### src/rtl/adder_rr_arbiter.sv
`default_nettype none
// ============================================================================
//  Module   : adder_rr_arbiter
//  Function : Round-robin arbiter sharing one N-bit adder among REQ requesters;
//             registered result tagged with requester index, valid/ready out.
//             Optional macro ADDER_ARB_OVF_EN adds a signed-overflow output.
//  Revision : 1.0  initial release
// ============================================================================
module adder_rr_arbiter #(
    parameter  int N   = 16,
    parameter  int REQ = 4,
    localparam int IDW = $clog2(REQ)
) (
    input  logic                 clk,
    input  logic                 rst,
    input  logic [REQ-1:0]       req,
    input  logic [REQ*N-1:0]     a_flat,
    input  logic [REQ*N-1:0]     b_flat,
    input  logic [REQ-1:0]       cin,
    output logic [REQ-1:0]       ack,
    output logic                 res_valid,
    input  logic                 res_ready,
    output logic [N-1:0]         res_sum,
    output logic                 res_cout,
    output logic [IDW-1:0]       res_id
`ifdef ADDER_ARB_OVF_EN
    ,
    output logic                 res_ovf
`endif
);

    typedef enum logic [0:0] {
        ST_EMPTY = 1'b0,
        ST_FULL  = 1'b1
    } state_t;

    state_t         state_q, state_d;
    logic [IDW-1:0] ptr_q, ptr_d;
    logic [N-1:0]   sum_q;
    logic           cout_q;
    logic [IDW-1:0] id_q;

    logic           w_accept;
    logic           w_found;
    logic [IDW-1:0] w_winner;
    logic [N-1:0]   w_a_sel;
    logic [N-1:0]   w_b_sel;
    logic           w_cin_sel;
    logic [N:0]     w_sum;

    assign res_valid = (state_q == ST_FULL);
    assign w_accept  = (|req) && (!res_valid || res_ready) && !rst;

    // Scan from ptr upward, wrapping, and take the first active request.
    always_comb begin
        w_found  = 1'b0;
        w_winner = '0;
        for (int k = 0; k < REQ; k++) begin
            if (!w_found && req[(int'(ptr_q) + k) % REQ]) begin
                w_found  = 1'b1;
                w_winner = IDW'((int'(ptr_q) + k) % REQ);
            end
        end
    end

    always_comb begin
        ack = '0;
        if (w_accept) begin
            ack[w_winner] = 1'b1;
        end
    end

    assign w_a_sel   = a_flat[int'(w_winner)*N +: N];
    assign w_b_sel   = b_flat[int'(w_winner)*N +: N];
    assign w_cin_sel = cin[w_winner];
    assign w_sum     = {1'b0, w_a_sel} + {1'b0, w_b_sel} + {{N{1'b0}}, w_cin_sel};

    always_comb begin
        state_d = state_q;
        ptr_d   = ptr_q;
        case (state_q)
            ST_EMPTY: if (w_accept) state_d = ST_FULL;
            ST_FULL: begin
                if (w_accept)       state_d = ST_FULL;
                else if (res_ready) state_d = ST_EMPTY;
            end
            default: state_d = ST_EMPTY;
        endcase
        if (w_accept) begin
            ptr_d = (w_winner == IDW'(REQ-1)) ? '0 : w_winner + 1'b1;
        end
    end

    always_ff @(posedge clk) begin
        if (rst) begin
            state_q <= ST_EMPTY;
            ptr_q   <= '0;
            sum_q   <= '0;
            cout_q  <= 1'b0;
            id_q    <= '0;
        end else begin
            state_q <= state_d;
            ptr_q   <= ptr_d;
            if (w_accept) begin
                sum_q  <= w_sum[N-1:0];
                cout_q <= w_sum[N];
                id_q   <= w_winner;
            end
        end
    end

    assign res_sum  = sum_q;
    assign res_cout = cout_q;
    assign res_id   = id_q;

`ifdef ADDER_ARB_OVF_EN
    logic ovf_q;

    // Two's-complement overflow: like-signed operands producing a different sign.
    always_ff @(posedge clk) begin
        if (rst) begin
            ovf_q <= 1'b0;
        end else if (w_accept) begin
            ovf_q <= (w_a_sel[N-1] == w_b_sel[N-1]) && (w_sum[N-1] != w_a_sel[N-1]);
        end
    end

    assign res_ovf = ovf_q;
`endif

endmodule
`default_nettype wire
### config.mk
export PLATFORM = sky130hd
export DESIGN_NAME = adder_rr_arbiter
export DESIGN_NICKNAME = d
export VERILOG_FILES = /design/src/rtl/adder_rr_arbiter.sv
export SDC_FILE = /design/constraint.sdc
export NUM_CORES = 1
export LEC_CHECK = 0
export CAP_MARGIN = 0
export CORE_ASPECT_RATIO = 0.5
export CORE_UTILIZATION = 30
export CTS_BUF_LIST = sky130_fd_sc_hd__clkbuf_8
export DETAILED_ROUTE_END_ITERATION = 7
export GPL_TIMING_DRIVEN = 0
export PLACE_DENSITY = 0.75
export SLEW_MARGIN = 20
export SYNTH_ARGS = -nofsm -noshare
export SYNTH_HDL_FRONTEND = slang
export SYNTH_SLANG_ARGS = --single-unit
### constraint.sdc
create_clock -name clk -period 3.8 [get_ports clk]
set_clock_uncertainty 0.15 [all_clocks]
set_input_delay 1.14 -clock clk [delete_from_list [all_inputs] [get_ports clk]]
set_output_delay 1.14 -clock clk [all_outputs]
set_load 0.01 [all_outputs]
Word-level counts from Yosys, hierarchy flattened:

Cells that the tools add are included.

* bitwise gates (word level): 4
* mux-type cells: 28
* $add $sub $neg: 6
* reductions and logical operators: 16
* magnitude comparators: 6
* eq/ne operators: 1
* shifts and indexed selects: 2

Operators by type and width (count)
* variable part select 64 x 7 -> 16 bit: 2
* adder 16 x 16 -> 17 bit: 1
* adder 17 x 1 -> 17 bit: 1
* 2-to-1 mux 1 bit: 15
* less-than comparator 3 x 4 -> 1 bit (second input constant): 3
* binary-select mux 1 bit (select 2 bit): 5
* 2-to-1 mux 2 bit: 5
* logical AND 1 bit: 6
* less-than comparator 2 x 3 -> 1 bit (second input constant): 2
* OR reduction 2 bit: 3
* zero test 1 bit: 5
* adder 2 x 1 -> 2 bit (second input constant): 2
* adder 2 bit (second input constant): 2
* 2-to-1 mux 4 bit: 1
* OR reduction 4 bit: 1
* bitwise AND 1 bit (first input constant): 3
* demux 1 bit (select 2 bit): 1
* == test 2 bit (second input constant): 1
* greater-or-equal comparator 2 x 1 -> 1 bit (second input constant): 1
* case mux 1 bit (2 select lines): 1
* logical OR 1 bit: 1
* inverter 1 bit: 1

* output and inout port bits: 24
* logic and storage cells: 68
* bits in registers: 22

Longest topological paths before layout:

* word-level depth: 19
* depth in mapped cells: 15

Worst setup path before layout:

Ideal clock, no wire load.

* path kind: input -> register
* start point: in req[0]
* end point: reg sum_q[14], in the netlist res_sum[14]
* library setup time: 0.079 ns
* path buffers: 2
* stages on the path: 15
* data arrival time: 3.818 ns
* setup slack: -0.246 ns
* path through: a21oi_1 o21a_1 o22ai_1 buf_4 buf_8 mux2i_1 mux2_2 fa_1 inv_1 fa_1 a211oi_2 o21ai_1 a31o_2 a311o_1 o211ai_1

* longest elaborated chain between the ends: 15
* elaborated cells on any way between the ends: 33

Ends and longest elaborated chain
* start: declaration: line 16 `input logic [REQ-1:0] req,`
* binary-select mux 1 bit (select 2 bit): line 59 `if (!w_found && req[(int'(ptr_q) + k) % REQ]) begin`
* 2-to-1 mux 1 bit (not written as such): line 59
* 2-to-1 mux 1 bit: line 59
* zero test 1 bit: line 59
* logical AND 1 bit: line 59
* 2-to-1 mux 1 bit: line 59
* zero test 1 bit: line 59
* logical AND 1 bit: line 59
* 2-to-1 mux 1 bit: line 59
* zero test 1 bit: line 59
* logical AND 1 bit: line 59
* 2-to-1 mux 2 bit: line 59
* variable part select 64 x 7 -> 16 bit, or another cell as far along: line 73 `assign w_a_sel = a_flat[int'(w_winner)*N +: N];`
* adder 16 x 16 -> 17 bit / 2-to-1 mux 1 bit (equally long branches): line 76, 75
* adder 17 x 1 -> 17 bit: line 76 `assign w_sum = {1'b0, w_a_sel} + {1'b0, w_b_sel} + {{N{1'b0}}, w_cin_sel};`
* end signal: assignment: line 105 `sum_q <= w_sum[N-1:0];`
* end: declaration: line 39 `logic [N-1:0] sum_q;`

Parallel ways exist; a longest one is shown, timed or not. The select of a mux whose other input is x is not followed.
A chain may end at the register's enable or synchronous reset.

Final worst setup path:

* start point: in req[1]
* end point: reg sum_q[12], in the netlist res_sum[12]

The elaborated chain is that of the path after synthesis.

==> impl_metrics.ini <==
[run_status]
outcome = finished with violations
violations = design-rule violations, negative setup slack

[placed_design]
gp_routability_congestion = 0.885
io_buffers = 162
dpl_worst_slack_ns = -1.31
placed_cell_area_um2 = 4620
post-dp-hpwl_um = 8510

[drt]
num_vias = 3329
routed_wl_um = 11600
viasPerCell = 5.22
drtIter0Drc = 194
post_drt_wl_per_cell_um = 18.1
ant_nets = 0
drcViolationCount = 3
drtPass1Iterations = 7

[power_and_ir_drop]
p_leak_nw = 2.38
irDropWorstVdd_mv = 0.183
p_per_area_nw_per_um2 = 465

[clock_network]
cts_tree = built
cts.sinks = 22
root_buffer = clkbuf_8
clockBufferDepth = 2
clock_latency_ns = 0.27
numCtsBuffers = 3
htree_levels = 1
cts_hold_buf = 0
clkTransAtPathRegs_ns = 0.09

[synthesis]
ys.flop_type = dfxtp_1
yosys_warnings = 0
synth.area.top_cells = mux2i_1 (34%), dfxtp_1 (16%), ha_1 (8.4%)
seq_area_frac_synth_pct = 15.6
synth_nets = 477
async_reset_ff_share_pct = 0
synth_top_area_share_pct = 34.4
syn_area_per_cell_um2 = 8.90
synth_area_um2 = 2820
synth_cell_types = 50
syn-instance-count = 317
yosys_register_bits = 22
yosys.area.top_type = mux2i_1
synth_edf_count = 0

[timing]
max_slew_margin_pct = 64.4
hold_viol = 0
fmax_mhz = 251
drv_slew = 0
tns_ns = -1.46
setup_slack_ns = -0.181
min_period_ns = 3.98
worst_pin_slew_ns = 0.534
setup_viol = 13
finalCritPeriodShare_pct = 105
grt_setup_unrepaired = true

[setup_path]
cp.required_ns = 3.82
criticalPathCategory = input pin to flop
start_kind = input pin
arrival_ns = 4.00
end_kind = flop
crit_fanout = 5

[layout]
multi_input_comb_area_um2 = 2560
area_growth_pct = 96.0
layout-drive-gt1-share_pct = 23.4
final-seq-area_um2 = 440
fillers = 703
fin_nets = 682
finalInstanceArea_um2 = 5530
n_antenna_cell = 0

[grt]
grt_pass1_wl_um = 16900
gr-usage-all-layers_pct = 22.0
grt_max_degree = 14
grt-ovfl-total = 0
grt_pass1_vias = 3258
grt_antenna_before_repair = 0

[hold_path]
holdCritPathClass = flop to flop

[run]
maxCapViolCount = 0

[floorplanning]
die_w_um = 139
core_area_um2 = 8920
io_pins = 163
initial_utilization_pct = 31.6
rows = 24
die_h_um = 70.6
dieArea_um2 = 9820
## what timing repair did
item | 4_1_cts | 5_1_grt
cloned | 1 | 3
pin swaps | 17 | 16
endpoints found under the setup margin | 20 | 16
buffers inserted | 16 | 19
resized for setup | 90 | 54
## worst paths after layout
path / from / end / slack, ns / cells after the start
worst max-delay path: req[1] / res_sum[12] / -0.18 / 16
worst min-delay path: res_sum[4] / res_sum[4] / 0.34 / 2
worst max register to register: ptr_q[1] / res_sum[12] / 0.23 / 15
worst min register to register: res_sum[4] / res_sum[4] / 0.34 / 2
## critical path, cell delays in order
cell	delay (ns)
buf_8	0.09
a21oi_2	0.03
o21a_1	0.16
o22ai_1	0.16
buf_4	0.20
buf_12	0.13
mux2i_1	0.20
mux2_4	0.18
fa_2	0.25
inv_2	0.05
fa_2	0.39
a211oi_4	0.31
o21ai_4	0.11
a31oi_2	0.25
xor2_1	0.24
o21ai_1	0.09
## logic make-up (layout without fill, tap and decap cells)
group | count (synthesis) | after routing | synth area share (%)
DFF | 22 | 22 | 15.6
adders and majority gates | 21 | 21 | 9.84
muxes | 100 | 100 | 35.6
buffers and inverters | 28 | 232 | 5.77
and+or+nand+nor | 68 | 68 | 13.3
AOI/OAI and AO/OA | 74 | 74 | 18.7
xor gates and xnor gates | 4 | 4 | 1.24
## per-layer routing
layer	GRT usage, %	part of all wire, %	vias to the layer above
li1	-	-	1615
met3	2.91	5.4	16
met1	29.4	46	1607
met4	5.06	1.4	0
met2	37.9	47	91
met5	0	0	-
## power breakdown
part | total, mW | switching, mW | internal [mW]
Sequential | 0.359 | 0.0462 | 0.313
Clock | 0.232 | 0.0906 | 0.141
Combinational | 1.98 | 0.926 | 1.06
## state kept, by name (all words and copies together), names as in the netlist
signal / flops
ptr_q: 2
res_cout: 1
res_id: 2
res_sum: 16
res_valid: 1
## through the flow
| step | hold WS, ns | power [mW] | instances | util [%] |
|---|---|---|---|---|
| 5_1_grt | 0.371 | 2.71 | 638 | 62.0 |
| 3_3_place_gp | 0.315 | 1.82 | 596 | 51.8 |
| 3_5_place_dp | 0.318 | 1.83 | 596 | 51.8 |
| 4_1_cts | 0.335 | 2.29 | 616 | 57.4 |
| 2_1_floorplan | 0.341 | 1.29 | 317 | - |
| 6_report | 0.335 | 2.57 | 638 | 62.0 |
## cell type report
cell class	count	area share (%)
inverters	7	0.611
well taps	117	2.65
plain buffers	20	4.55
multi-input cells	267	46.4
clock buffers	3	0.747
clock inverters	1	0.543
repair buffers	201	36.6
flip-flops and latches	22	7.96
## cell usage after synthesis, drive strengths merged, types with 6 or more instances
library cell and count:
nand2 10, buf 18, nor2 15, o21ai 17, dfxtp 22, ha 19, mux2i 97, a211oi 6
nand2b 6, nand3b 15, a21oi 9, o21a 8, inv 7
## layout by cell type, fill, tap and decap left out, types with 5 or more instances in the layout
master           instances
mux2i_4                  8
o21a_1                   6
a21oi_1                  5
nand3b_1                15
buf_4                   33
mux2i_1                 88
clkdlybuf4s50_1        153
dfxtp_1                 22
nand2b_1                 6
buf_2                    5
a21o_1                   5
ha_1                    11
buf_12                  10
o21ai_0                  8
buf_6                    8
o211ai_1                 5
nor2_1                  13
nand2_1                 10
ha_2                     5
o21ai_1                  7
(Power assumes the default switching activity.)
